`config.mk`:
```
export PLATFORM = sky130hd
export DESIGN_NAME = board_ctl_flat
export DESIGN_NICKNAME = d
export VERILOG_FILES = /design/src/rtl/board_if.sv /design/src/rtl/board_ctl.sv /design/src/flat_wrapper.sv
export SDC_FILE = /design/constraint.sdc
export NUM_CORES = 1
export LEC_CHECK = 0
export ABC_AREA = 0
export BUFFER_PORTS_ARGS = -buffer_cell sky130_fd_sc_hd__buf_2
export CORE_MARGIN = 2
export CORE_UTILIZATION = 25
export CTS_CLUSTER_DIAMETER = 60
export DETAILED_ROUTE_END_ITERATION = 10
export GPL_TIMING_DRIVEN = 0
export HOLD_SLACK_MARGIN = 0.12
export PLACE_DENSITY_LB_ADDON = 0.3
export SLEW_MARGIN = 20
export SYNTH_ARGS = -nofsm -noshare
export SYNTH_HDL_FRONTEND = slang
export SYNTH_SLANG_ARGS = --single-unit
```
`constraint.sdc`:
```
create_clock -name pclk -period 3.8 [get_ports pclk]
set_input_delay 0.19 -clock pclk [delete_from_list [all_inputs] [get_ports pclk]]
set_output_delay 0.19 -clock pclk [all_outputs]
set_load 0.01 [all_outputs]
```
`src/rtl/board_if.sv`:
```
// board_if: mouse/enable inputs and board status outputs of the game controller
interface board_if;
  logic start_en;
  logic [11:0] mouse_xpos;
  logic [11:0] mouse_ypos;
  logic mouse_left;
  logic [8:0] square;
  logic [8:0] board_x;
  logic [8:0] board_o;
  logic turn_o;
  logic game_over;
  logic [1:0] winner;
  modport master(
    output start_en, mouse_xpos, mouse_ypos, mouse_left,
    input square, board_x, board_o, turn_o, game_over, winner
  );
  modport slave(
    input start_en, mouse_xpos, mouse_ypos, mouse_left,
    output square, board_x, board_o, turn_o, game_over, winner
  );
endinterface

```
`src/rtl/board_ctl.sv`:
```
// board_ctl: tic-tac-toe controller mapping the cursor to cells and tracking moves and results
module board_ctl #(
  parameter int COL1_START = 344,
  parameter int COL2_START = 680,
  parameter int ROW1_START = 252,
  parameter int ROW2_START = 516,
  parameter int H_ACTIVE = 1024,
  parameter int V_ACTIVE = 768
) (
  input logic pclk,
  input logic rst,
  board_if.slave bus
);
  typedef enum logic [1:0] {IDLE, PLAY, CHECK, OVER} state_t;
  state_t state, state_nx;
  logic [8:0] square, square_nx, board_x, board_x_nx, board_o, board_o_nx, hover, mover;
  logic turn_o, turn_o_nx, game_over, game_over_nx, click_prev, click, win;
  logic [1:0] winner, winner_nx, col, row;
  logic [3:0] idx;
  assign col = bus.mouse_xpos < COL1_START ? 2'd0 : bus.mouse_xpos < COL2_START ? 2'd1 : 2'd2;
  assign row = bus.mouse_ypos < ROW1_START ? 2'd0 : bus.mouse_ypos < ROW2_START ? 2'd1 : 2'd2;
  assign idx = 4'(row * 3 + col);
  assign hover = (bus.mouse_xpos < H_ACTIVE && bus.mouse_ypos < V_ACTIVE) ? 9'd1 << idx : '0;
  assign click = bus.mouse_left & ~click_prev;
  assign mover = turn_o ? board_o : board_x;
  assign win = (mover & 9'h007) == 9'h007 || (mover & 9'h038) == 9'h038 ||
               (mover & 9'h1c0) == 9'h1c0 || (mover & 9'h049) == 9'h049 ||
               (mover & 9'h092) == 9'h092 || (mover & 9'h124) == 9'h124 ||
               (mover & 9'h111) == 9'h111 || (mover & 9'h054) == 9'h054;
  // next-state and next-output logic; dropping start_en overrides everything else
  always_comb begin
    state_nx = state;
    square_nx = '0;
    board_x_nx = board_x;
    board_o_nx = board_o;
    turn_o_nx = turn_o;
    game_over_nx = game_over;
    winner_nx = winner;
    if (!bus.start_en) begin
      state_nx = IDLE;
      board_x_nx = '0;
      board_o_nx = '0;
      turn_o_nx = 1'b0;
      game_over_nx = 1'b0;
      winner_nx = 2'b00;
    end else begin
      case (state)
        IDLE: state_nx = PLAY;
        PLAY: begin
          square_nx = hover;
          if (click && hover != '0 && (hover & (board_x | board_o)) == '0) begin
            board_x_nx = turn_o ? board_x : board_x | hover;
            board_o_nx = turn_o ? board_o | hover : board_o;
            state_nx = CHECK;
          end
        end
        CHECK: begin
          square_nx = (win || &(board_x | board_o)) ? '0 : hover;
          state_nx = (win || &(board_x | board_o)) ? OVER : PLAY;
          game_over_nx = win || &(board_x | board_o);
          winner_nx = win ? (turn_o ? 2'b10 : 2'b01) : &(board_x | board_o) ? 2'b11 : 2'b00;
          turn_o_nx = (win || &(board_x | board_o)) ? turn_o : ~turn_o;
        end
        default: if (click) begin
          state_nx = PLAY;
          board_x_nx = '0;
          board_o_nx = '0;
          turn_o_nx = 1'b0;
          game_over_nx = 1'b0;
          winner_nx = 2'b00;
        end
      endcase
    end
  end
  // state and output registers; click_prev follows the button in every state
  always_ff @(posedge pclk) begin
    if (rst) begin
      state <= IDLE;
      square <= '0;
      board_x <= '0;
      board_o <= '0;
      turn_o <= 1'b0;
      game_over <= 1'b0;
      winner <= 2'b00;
      click_prev <= 1'b0;
    end else begin
      state <= state_nx;
      square <= square_nx;
      board_x <= board_x_nx;
      board_o <= board_o_nx;
      turn_o <= turn_o_nx;
      game_over <= game_over_nx;
      winner <= winner_nx;
      click_prev <= bus.mouse_left;
    end
  end
  assign bus.square = square;
  assign bus.board_x = board_x;
  assign bus.board_o = board_o;
  assign bus.turn_o = turn_o;
  assign bus.game_over = game_over;
  assign bus.winner = winner;
  a_disjoint: assert property (@(posedge pclk) (board_x & board_o) == '0);
endmodule

```
`src/flat_wrapper.sv`:
```
// flat-port wrapper written by rule: the top's interface ports become plain ports
module board_ctl_flat 
#(
  parameter int COL1_START = 344,
  parameter int COL2_START = 680,
  parameter int ROW1_START = 252,
  parameter int ROW2_START = 516,
  parameter int H_ACTIVE = 1024,
  parameter int V_ACTIVE = 768
)
  (pclk, rst, bus_start_en, bus_mouse_xpos, bus_mouse_ypos, bus_mouse_left, bus_square, bus_board_x, bus_board_o, bus_turn_o, bus_game_over, bus_winner);
  board_if bus_i ();
  input logic pclk;
  input logic rst;
  input wire logic [$bits(bus_i.start_en)-1:0] bus_start_en;
  input wire logic [$bits(bus_i.mouse_xpos)-1:0] bus_mouse_xpos;
  input wire logic [$bits(bus_i.mouse_ypos)-1:0] bus_mouse_ypos;
  input wire logic [$bits(bus_i.mouse_left)-1:0] bus_mouse_left;
  output wire logic [$bits(bus_i.square)-1:0] bus_square;
  output wire logic [$bits(bus_i.board_x)-1:0] bus_board_x;
  output wire logic [$bits(bus_i.board_o)-1:0] bus_board_o;
  output wire logic [$bits(bus_i.turn_o)-1:0] bus_turn_o;
  output wire logic [$bits(bus_i.game_over)-1:0] bus_game_over;
  output wire logic [$bits(bus_i.winner)-1:0] bus_winner;
  assign bus_i.start_en = bus_start_en;
  assign bus_i.mouse_xpos = bus_mouse_xpos;
  assign bus_i.mouse_ypos = bus_mouse_ypos;
  assign bus_i.mouse_left = bus_mouse_left;
  assign bus_square = bus_i.square;
  assign bus_board_x = bus_i.board_x;
  assign bus_board_o = bus_i.board_o;
  assign bus_turn_o = bus_i.turn_o;
  assign bus_game_over = bus_i.game_over;
  assign bus_winner = bus_i.winner;
  board_ctl #(.COL1_START(COL1_START), .COL2_START(COL2_START), .ROW1_START(ROW1_START), .ROW2_START(ROW2_START), .H_ACTIVE(H_ACTIVE), .V_ACTIVE(V_ACTIVE)) u_core (.pclk(pclk), .rst(rst), .bus(bus_i));
endmodule
```
# --- After elaboration in Yosys (flattened, before gate mapping) ---
# Cells that the tools add are included.
word_totals:
  reg_bits: 34
  inputBits: 28
  output_inout_bits: 31
  wordCells: 95
classes:
  add_sub_neg: 1
  n_mul: 1
  order_cmp: 6
  eq_ne: 14
  shift: 1
  mux: 28
  n_bitwise: 10
  reduce_logical: 26
ops:
  columns: ["operator", "n"]
  rows:
  - ["$mux W9", 8]
  - ["$pmux W9 S2", 3]
  - ["$lt A12 B10 Y1 const B", 3]
  - ["$or A9 B9 Y9", 3]
  - ["$eq A3 B3 Y1 const B", 8]
  - ["$mux W2", 11]
  - ["$lt A12 B11 Y1 const B", 1]
  - ["$lt A12 B8 Y1 const B", 1]
  - ["$lt A12 B9 Y1 const B", 1]
  - ["$and A9 B9 Y9", 1]
  - ["$logic_not A9 Y1", 1]
  - ["$reduce_and A9 Y1", 1]
  - ["$reduce_bool A9 Y1", 1]
  - ["$shl A1 B4 Y9 const A", 1]
  - ["$logic_or A1 B1 Y1", 8]
  - ["$reduce_and A4 Y1", 2]
  - ["$pmux W2 S3", 1]
  - ["$reduce_or A2 Y1", 3]
  - ["$not A1 Y1", 5]
  - ["$add A4 B2 Y4", 1]
  - ["$mul A2 B2 Y4 const B", 1]
  - ["$ne A2 B1 Y1 const B", 2]
  - ["$ne A2 B2 Y1 const B", 2]
  - ["$pmux W1 S2", 2]
  - ["other kinds (11)", 16]

# --- Longest topological paths before layout ---
# Gate-level depths: netlist (run 1).
logic_depth:
  depth_word: 12
  mapped_depth: 17
  mapped_depth_nobuf: 16

# --- Worst setup path after synthesis (run 1) ---
# Ideal clock, no wire load.
synth_timing:
  path_kind: "input -> register"
  from: "in bus_mouse_ypos[11]"
  to: "reg u_core.board_o[2] (netlist: u_core.bus.board_o[2])"
  arrival_ps: 3503
  required_ps: 3685
  setup_slack_ps: 182
  stages: 15
  cell_sequence: "or2_2 a21oi_1 inv_1 nor2_1 inv_1 fa_1 inv_1 ha_1 fa_1 nor4b_2 o31ai_2 o2111ai_2 buf_6 nor4_1 o21a_1"
synth_via:
  elab_chain_cells: 12
  word_cells_on_any_way: 21
  classes_between: "add/sub: 1; mul: 1; order compare: 3; eq/ne: 1; shift: 1; mux: 6; bitwise: 2; reduce/logical: 6"
synth_lines:
  columns: ["item", "line", "rtl"]
  rows:
  - ["start, declared", "flat_wrapper.sv:17", "input wire logic [$bits(bus_i.mouse_ypos)-1:0] bus_mouse_ypos;"]
  - ["$lt A12 B10 Y1", "board_ctl.sv:21", "assign row = bus.mouse_ypos < ROW1_START ? 2'd0 : bus.mouse_ypos < ROW2_START ? 2'd1 : 2'd2;"]
  - ["$mux W2 (2 in series)", "board_ctl.sv:21", null]
  - ["$mul A2 B2 Y4", "board_ctl.sv:22", "assign idx = 4'(row * 3 + col);"]
  - ["$add A4 B2 Y4", "board_ctl.sv:22", null]
  - ["$shl A1 B4 Y9", "board_ctl.sv:23", "assign hover = (bus.mouse_xpos < H_ACTIVE && bus.mouse_ypos < V_ACTIVE) ? 9'd1 << idx : '0;"]
  - ["$mux W9 (*)", "board_ctl.sv:23", null]
  - ["$and A9 B9 Y9 / $reduce_bool A9 Y1 (equally long branches)", "board_ctl.sv:51", "if (click && hover != '0 && (hover & (board_x | board_o)) == '0) begin"]
  - ["$logic_not A9 Y1 / $logic_and A1 B1 Y1 (equally long branches)", "board_ctl.sv:51", null]
  - ["$logic_and A1 B1 Y1", "board_ctl.sv:51", null]
  - ["$ne A2 B1 Y1 (no line)", null, null]
  - ["$reduce_and A4 Y1 (no line)", null, null]
  - ["end signal, assigned", "board_ctl.sv:90", "board_o <= board_o_nx;"]
  - ["end, declared", "board_ctl.sv:16", "logic [8:0] square, square_nx, board_x, board_x_nx, board_o, board_o_nx, hover, mover;"]
# Every way passes the cells marked *; elsewhere a longest branch is shown, timed or not. The select of a mux whose other input is x is not followed.
# A chain may end at the register's enable or synchronous reset.

# --- Worst setup path after layout (run 1) ---
layout_timing:
  from: "in bus_mouse_ypos[11]"
  to: "reg u_core.board_o[6] (netlist: u_core.bus.board_o[6])"
# Same word-level chain as after synthesis.

==> out/qor.txt, run 1 <==
Outcome - finished, final reports clean
Clk buf depth - 2
Leak pwr - 0.955 nW
Diode count - 0
Period utilisation layout - 95.6%
Starting Density - 25.4%
Setup violations, final - 0
Commonest non-fill, non-tap cell in the layout - buf_2
Gr ovfl total - 0
Finished Cell Area - 2550 um^2
TritonCTS buffer count - 5
CP max FO - 10
Pin count of the biggest net entering global routing - 11
Final Skew - 0.00932 ns
First-pass GRT wire length - 9.18 mm
Final Hold Viols - 0
Worst Path Arrival - 3.87 ns
Syn. warnings - 0
Slew at the pin closest to its max-slew limit - 0.755 ns
CTS HTree Levels - 2
Setup Crit Path Kind - in2reg
Root Buffer - clkbuf_8
DR iter-0 viols - 110
Die area - 8450 um^2
Worst skew pair latency - 0.29 ns
Max Slew Vio Count - 0
Max VDD drop - 0.122 mV
Residual DRC - 0
Routability cong. - 0.921
Final #Nets - 331
Gr usage total - 13.6%
Worst setup SP type - primary input
Vias in the first global route - 1813
Mean area per synthesized cell - 8.40 um^2
Required time worst endpoint - 4.04 ns
Top Ports - 59
Maxcap violations - 0
Post-synthesis cell type count - 43
Share of layout cells above drive strength 1 - 30.1%
Final HPWL from detailed placement - 4.28 mm
# port buffers - 53
Placeable Area - 7610 um^2
Worst min path class - in2reg
Row Count - 32
Via/cell ratio - 4.97
Die height - 91.9 um
Critical path capture point type - register
First drt pass iteration count - 4
Num Clock Sinks - 34
Syn nets - 266
Routed Wire Length - 5.83 mm
Initial antenna violation count - 0
Worst-path clk slew - 0.07 ns
Post-synthesis cell count - 230
Max Fclk - 275 MHz
Synth Register Bits - 34
TritonCTS clock tree - yes
Most frequent cells in the layout - 53 x buf_2, 34 x dfxtp_1, 23 x nor2_1
Hold WS - 0.139 ns
DR WL/cell - 14.6 um
Min Tclk post-route - 3.63 ns
Post-synthesis sequential area ratio - 35.2%
Die width - 91.9 um
Slew headroom - 49.7%
Post-route ant nets - 0
Area Overhead vs Synth - 31.9%
Mapped Area - 1930 um^2
Post-DP Area - 2320 um^2
PwrDens - 304 nW/um^2
Via count - 1980
Fillcell total - 828
-- stage by stage --
stage	power (mW)	util, %	cells	setup slack [ns]	setup TNS, ns
6_report	0.774	33.5	398	0.167	0
5_1_grt	0.810	33.5	398	-0.0217	-0.120
4_1_cts	0.770	32.2	395	0.0247	0
3_5_place_dp	0.487	30.6	385	-0.461	-7.93
3_3_place_gp	0.486	30.6	385	-0.418	-6.71
2_1_floorplan	0.451	-	230	0.182	0
-- registers in the layout (all words and copies together), names as in the netlist --
name	cells
u_core.bus.board_o	9
u_core.bus.board_x	9
u_core.bus.game_over	1
u_core.bus.square	9
u_core.bus.turn_o	1
u_core.bus.winner	2
u_core.click_prev	1
u_core.state	2
-- kinds of logic after synthesis --
family,count (synthesis),synth area share (%)
xor gates and xnor gates,1,0.842
and+or+nand+nor,95,26.1
AOI/OAI and AO/OA,70,26.8
buffers and inverters,22,5.05
adders and majority gates,8,5.96
DFF,34,35.2
-- cell usage after synthesis --
cell type	n	area share (%)
or2_2	3	0.97
inv_1	11	2.1
nor2b_1	7	2.3
ha_1	6	3.9
o2111ai_1	2	0.91
buf_6	2	1.2
nor4_1	20	6.5
o2111ai_2	1	0.78
a22oi_1	8	3.1
o21bai_1	1	0.39
o22a_1	1	0.45
xnor2_2	1	0.84
a211o_1	1	0.45
nor4_2	3	1.9
o31ai_1	1	0.39
o21ai_0	7	1.8
dfxtp_1	34	35
nand3_1	4	1.0
o31ai_2	1	0.65
nor4b_2	1	0.78
a211oi_2	1	0.65
nand2_1	19	3.7
a31oi_1	3	0.97
o32ai_1	4	1.8
nand4_1	1	0.32
o22ai_1	2	0.65
a32oi_1	2	0.91
and2_1	2	0.65
nand2b_1	3	0.97
a21oi_1	7	1.8
a211oi_1	1	0.39
a21boi_0	1	0.39
nor2_1	24	4.7
o211ai_1	2	0.78
or2_0	1	0.32
nor3_1	6	1.6
o311a_1	1	0.52
a41oi_1	1	0.45
a21o_1	1	0.39
or3b_1	1	0.45
clkbuf_1	9	1.7
fa_1	2	2.1
o21a_1	21	8.2
-- report_power, final --
part	internal (mW)	switching, mW
Combinational	0.0485	0.0856
Sequential	0.359	0.00224
Clock	0.146	0.132
Total	0.554	0.220
-- worst max-delay path, stage by stage --
cell and delay [ns]:
buf_2 0.09, or2_2 0.37, a21oi_2 0.15, inv_1 0.10
nor2_2 0.15, inv_1 0.07, fa_1 0.61, inv_1 0.06
ha_1 0.22, fa_2 0.53, o21ai_2 0.16, nand3_1 0.11
a211oi_2 0.24, o2111ai_4 0.20, buf_6 0.20, nor4_1 0.28
o21a_1 0.15
-- layout make-up --
class	instances	area [um^2]	area share [%]
inverter	11	41.3	1.62
sequential	34	681	26.7
multi-input combinational	174	1240	48.9
buffer	11	56.3	2.21
clock buffer	7	86.3	3.39
tap	102	128	5.01
timing repair buffer	58	305	12.0
clock inverter	1	5.00	0.196
-- worst paths after layout --
| path | startpoint | to | slack, ns | cells after the start |
|---|---|---|---|---|
| worst max-delay path | bus_mouse_ypos[11] | u_core.bus.board_o[6] | 0.17 | 17 |
| worst min-delay path | bus_mouse_left | u_core.click_prev | 0.14 | 2 |
| worst max register to register | u_core.state[0] | u_core.bus.board_o[8] | 1.36 | 8 |
| worst min register to register | u_core.bus.winner[0] | u_core.bus.winner[0] | 0.45 | 2 |
-- layer usage --
metal / routed length [um] / vias to the layer above / GRT usage (%)
met4: 74 / 0 / 4.73
met3: 417 / 6 / 3.12
met5: 0 / - / 0
li1: - / 987 / -
met1: 2840 / 907 / 18.9
met2: 2500 / 80 / 20.6
-- timing repair --
action / in CTS / in global routing
hold buffers: 1 / 0
setup buffers: 1 / 3
pin swaps: 0 / 3
endpoints found under the setup margin: 20 / 20
endpoints found under the hold margin: 1 / 0
gates resized for setup: 4 / 12
(Power assumes the default switching activity.)
==> run 2: changes to the inputs <==
==> constraint.sdc (replaced) <==
create_clock -name pclk -period 3.5 [get_ports pclk]
set_input_delay 0.175 -clock pclk [delete_from_list [all_inputs] [get_ports pclk]]
set_output_delay 0.175 -clock pclk [all_outputs]
set_load 0.01 [all_outputs]
==> out/qor.txt, run 2 (synthesis results as in run 1) <==
Outcome - finished, final reports clean (unchanged)
Slowest stage delay, CP - 0.54 ns (was 0.61 ns)
Initial antenna violation count - 0 (unchanged)
Max Slew Vio Count - 0 (unchanged)
Diode count - 0 (unchanged)
Most frequent cells in the layout - 51 x buf_2, 34 x dfxtp_1, 23 x nor2_1 (was 53 x buf_2, 34 x dfxtp_1, 23 x nor2_1)
Final HPWL from detailed placement - 4.32 mm (was 4.28 mm)
Critical path capture point type - register (unchanged)
Reg-to-reg critical path endpoint - u_core.state[0] (was u_core.bus.board_o[8])
Worst-case reg-to-reg path depth - 8 (unchanged)
Worst-path clk slew - 0.08 ns (was 0.07 ns)
Top Ports - 59 (unchanged)
Worst Path Arrival - 3.71 ns (was 3.87 ns)
Post-layout util - 37.4% (was 33.5%)
Final Skew - 0.0124 ns (was 0.00932 ns)
Via count - 2042 (was 1980)
Commonest non-fill, non-tap cell in the layout - buf_2 (unchanged)
DR WL/cell - 15.0 um (was 14.6 um)
Area Overhead vs Synth - 47.3% (was 31.9%)
Slew headroom - 32.4% (was 49.7%)
Hold Path End - u_core.bus.game_over (was u_core.click_prev)
Gr ovfl total - 0 (unchanged)
Max Fclk - 289 MHz
Setup Crit Path Kind - in2reg (unchanged)
Vias in the first global route - 1893 (was 1813)
Min Tclk post-route - 3.46 ns
Gr usage total - 14.0% (was 13.6%)
Starting Density - 25.4% (unchanged)
Die width - 91.9 um (unchanged)
Routed Wire Length - 6.10 mm (was 5.83 mm)
Root Buffer - clkbuf_8 (unchanged)
CP max FO - 6 (was 10)
Routability cong. - 0.831 (was 0.921)
Overall power - 0.862 mW (was 0.774 mW)
First-pass GRT wire length - 9.52 mm (was 9.18 mm)
PwrDens - 303 nW/um^2 (was 304 nW/um^2)
First drt pass iteration count - 4 (unchanged)
Finished Cell Area - 2850 um^2 (was 2550 um^2)
Post-DP Area - 2340 um^2 (was 2320 um^2)
CTS HTree Levels - 2 (unchanged)
Final std cells w/o fill - 406 (was 398)
Post-route ant nets - 0 (unchanged)
Slew at the pin closest to its max-slew limit - 1.01 ns (was 0.755 ns)
Placed cell count - 385 (unchanged)
Hold Crit Depth - 3 (was 2)
Final #Nets - 339 (was 331)
Die area - 8450 um^2 (unchanged)
Reg-to-reg slack, setup - 1.10 ns (was 1.36 ns)
Worst min path class - in2reg (unchanged)
Hold path startpoint - bus_start_en (was bus_mouse_left)
Pin count of the biggest net entering global routing - 12 (was 11)
Worst skew pair latency - 0.29 ns (about the same)
DR iter-0 viols - 84 (was 110)
Period utilisation layout - 98.9%
Clk buf depth - 2 (unchanged)
Leak pwr - 1.09 nW (was 0.955 nW)
Row Count - 32 (unchanged)
Via/cell ratio - 5.03 (was 4.97)
Slowest cell on the critical path - fa_1 (unchanged)
Share of layout cells above drive strength 1 - 36.8% (was 30.1%)
Worst setup SP type - primary input (unchanged)
TritonCTS buffer count - 5 (unchanged)
Final Hold Viols - 0 (unchanged)
Num Clock Sinks - 34 (unchanged)
Die height - 91.9 um (unchanged)
# port buffers - 53 (unchanged)
RSZ-0062 raised after global routing - true
Residual DRC - 0 (unchanged)
Top flop regs - u_core.bus.board_o: 9 flops, u_core.bus.board_x: 9 flops, u_core.bus.square: 9 flops (unchanged)
Max VDD drop - 0.110 mV (was 0.122 mV)
Setup violations, final - 0 (unchanged)
Required time worst endpoint - 3.74 ns (was 4.04 ns)
Worst path cell trace - buf_8, nor4_4, nand2_1, a21oi_2, inv_2, nor2_4, inv_2, fa_1, inv_1, ha_2, fa_2, o21ai_2, nand3_1, a211oi_2, o2111ai_4, buf_6, nor4_4, o21a_1 (was buf_2, or2_2, a21oi_2, inv_1, nor2_2, inv_1, fa_1, inv_1, ha_1, fa_2, o21ai_2, nand3_1, a211oi_2, o2111ai_4, buf_6, nor4_1, o21a_1)
TritonCTS clock tree - yes (unchanged)
Placeable Area - 7610 um^2 (unchanged)
Worst r2r src - u_core.state[0] (unchanged)
Maxcap violations - 0 (unchanged)
## run 2: cell types whose count changed in the layout (fill, tap and decap cells not counted), moves of 2 or more
cell,delta
buf_6,+3
nor4_2,-3
inv_2,+2
buf_2,-2
nor4_1,-11
buf_8,+2
buf_4,+4
nor4_4,+14
inv_1,-2
## run 2: layout make-up
type | count | area [um^2]
Clock inverter | 2 | 13.8
Sequential cell | 34 | 681
Buffer | 11 | 60.1
Tap cell | 102 | 128
Multi-Input combinational cell | 174 | 1460
Inverter | 11 | 41.3
Clock buffer | 6 | 72.6
Timing Repair Buffer | 66 | 395
Fill cell | 804 | 4760
## run 2: critical path, delay by kind of cell
| kind | cells | cell delay (ns) |
|---|---|---|
| buffers and inverters | 5 | 0.48 |
| AOI/OAI and AO/OA | 5 | 1.10 |
| adders and majority gates | 3 | 1.22 |
| and+or+nand+nor | 5 | 0.72 |
## run 2: worst max path at each step
stage,to,startpoint
2_1_floorplan,u_core.bus.board_x[2],bus_mouse_ypos[4]
3_3_place_gp,u_core.bus.board_o[3],bus_mouse_ypos[4]
3_5_place_dp,u_core.bus.board_o[3],bus_mouse_ypos[4]
4_1_cts,u_core.bus.board_x[8],bus_mouse_ypos[4]
5_1_grt,u_core.bus.board_o[1],bus_mouse_ypos[8]
6_report,u_core.bus.board_o[3],bus_mouse_ypos[8]
## run 2: repair_timing
item,4_1_cts,5_1_grt
hold buffers,2,0
setup buffers,4,5
gates resized for setup,25,34
gates cloned,1,1
hold endpoints to repair,1,0
pin swaps,4,33
setup endpoints to repair,20,20
## run 2: layer usage
layer	global-route usage, %	vias up	wire length [um]
li1	-	1005	-
met3	3.45	11	444
met2	22.4	79	2820
met5	0	-	0
met1	18.8	947	2720
met4	3.73	0	119
## run 2: where the power goes
part,switching [mW],internal [mW]
clock,0.150,0.140
combinational,0.114,0.0664
sequential,0.00220,0.390
total,0.265,0.597
## run 2: metrics by stage
step           hold slack, ns  worst slack (ns)  setup TNS (ns)
2_1_floorplan           0.247            0.0585               0
3_3_place_gp            0.360            -0.599           -9.50
3_5_place_dp            0.366            -0.595           -9.30
4_1_cts                 0.286          -0.00134        -0.00241
5_1_grt                 0.305            -0.142           -1.98
6_report                0.289            0.0382               0
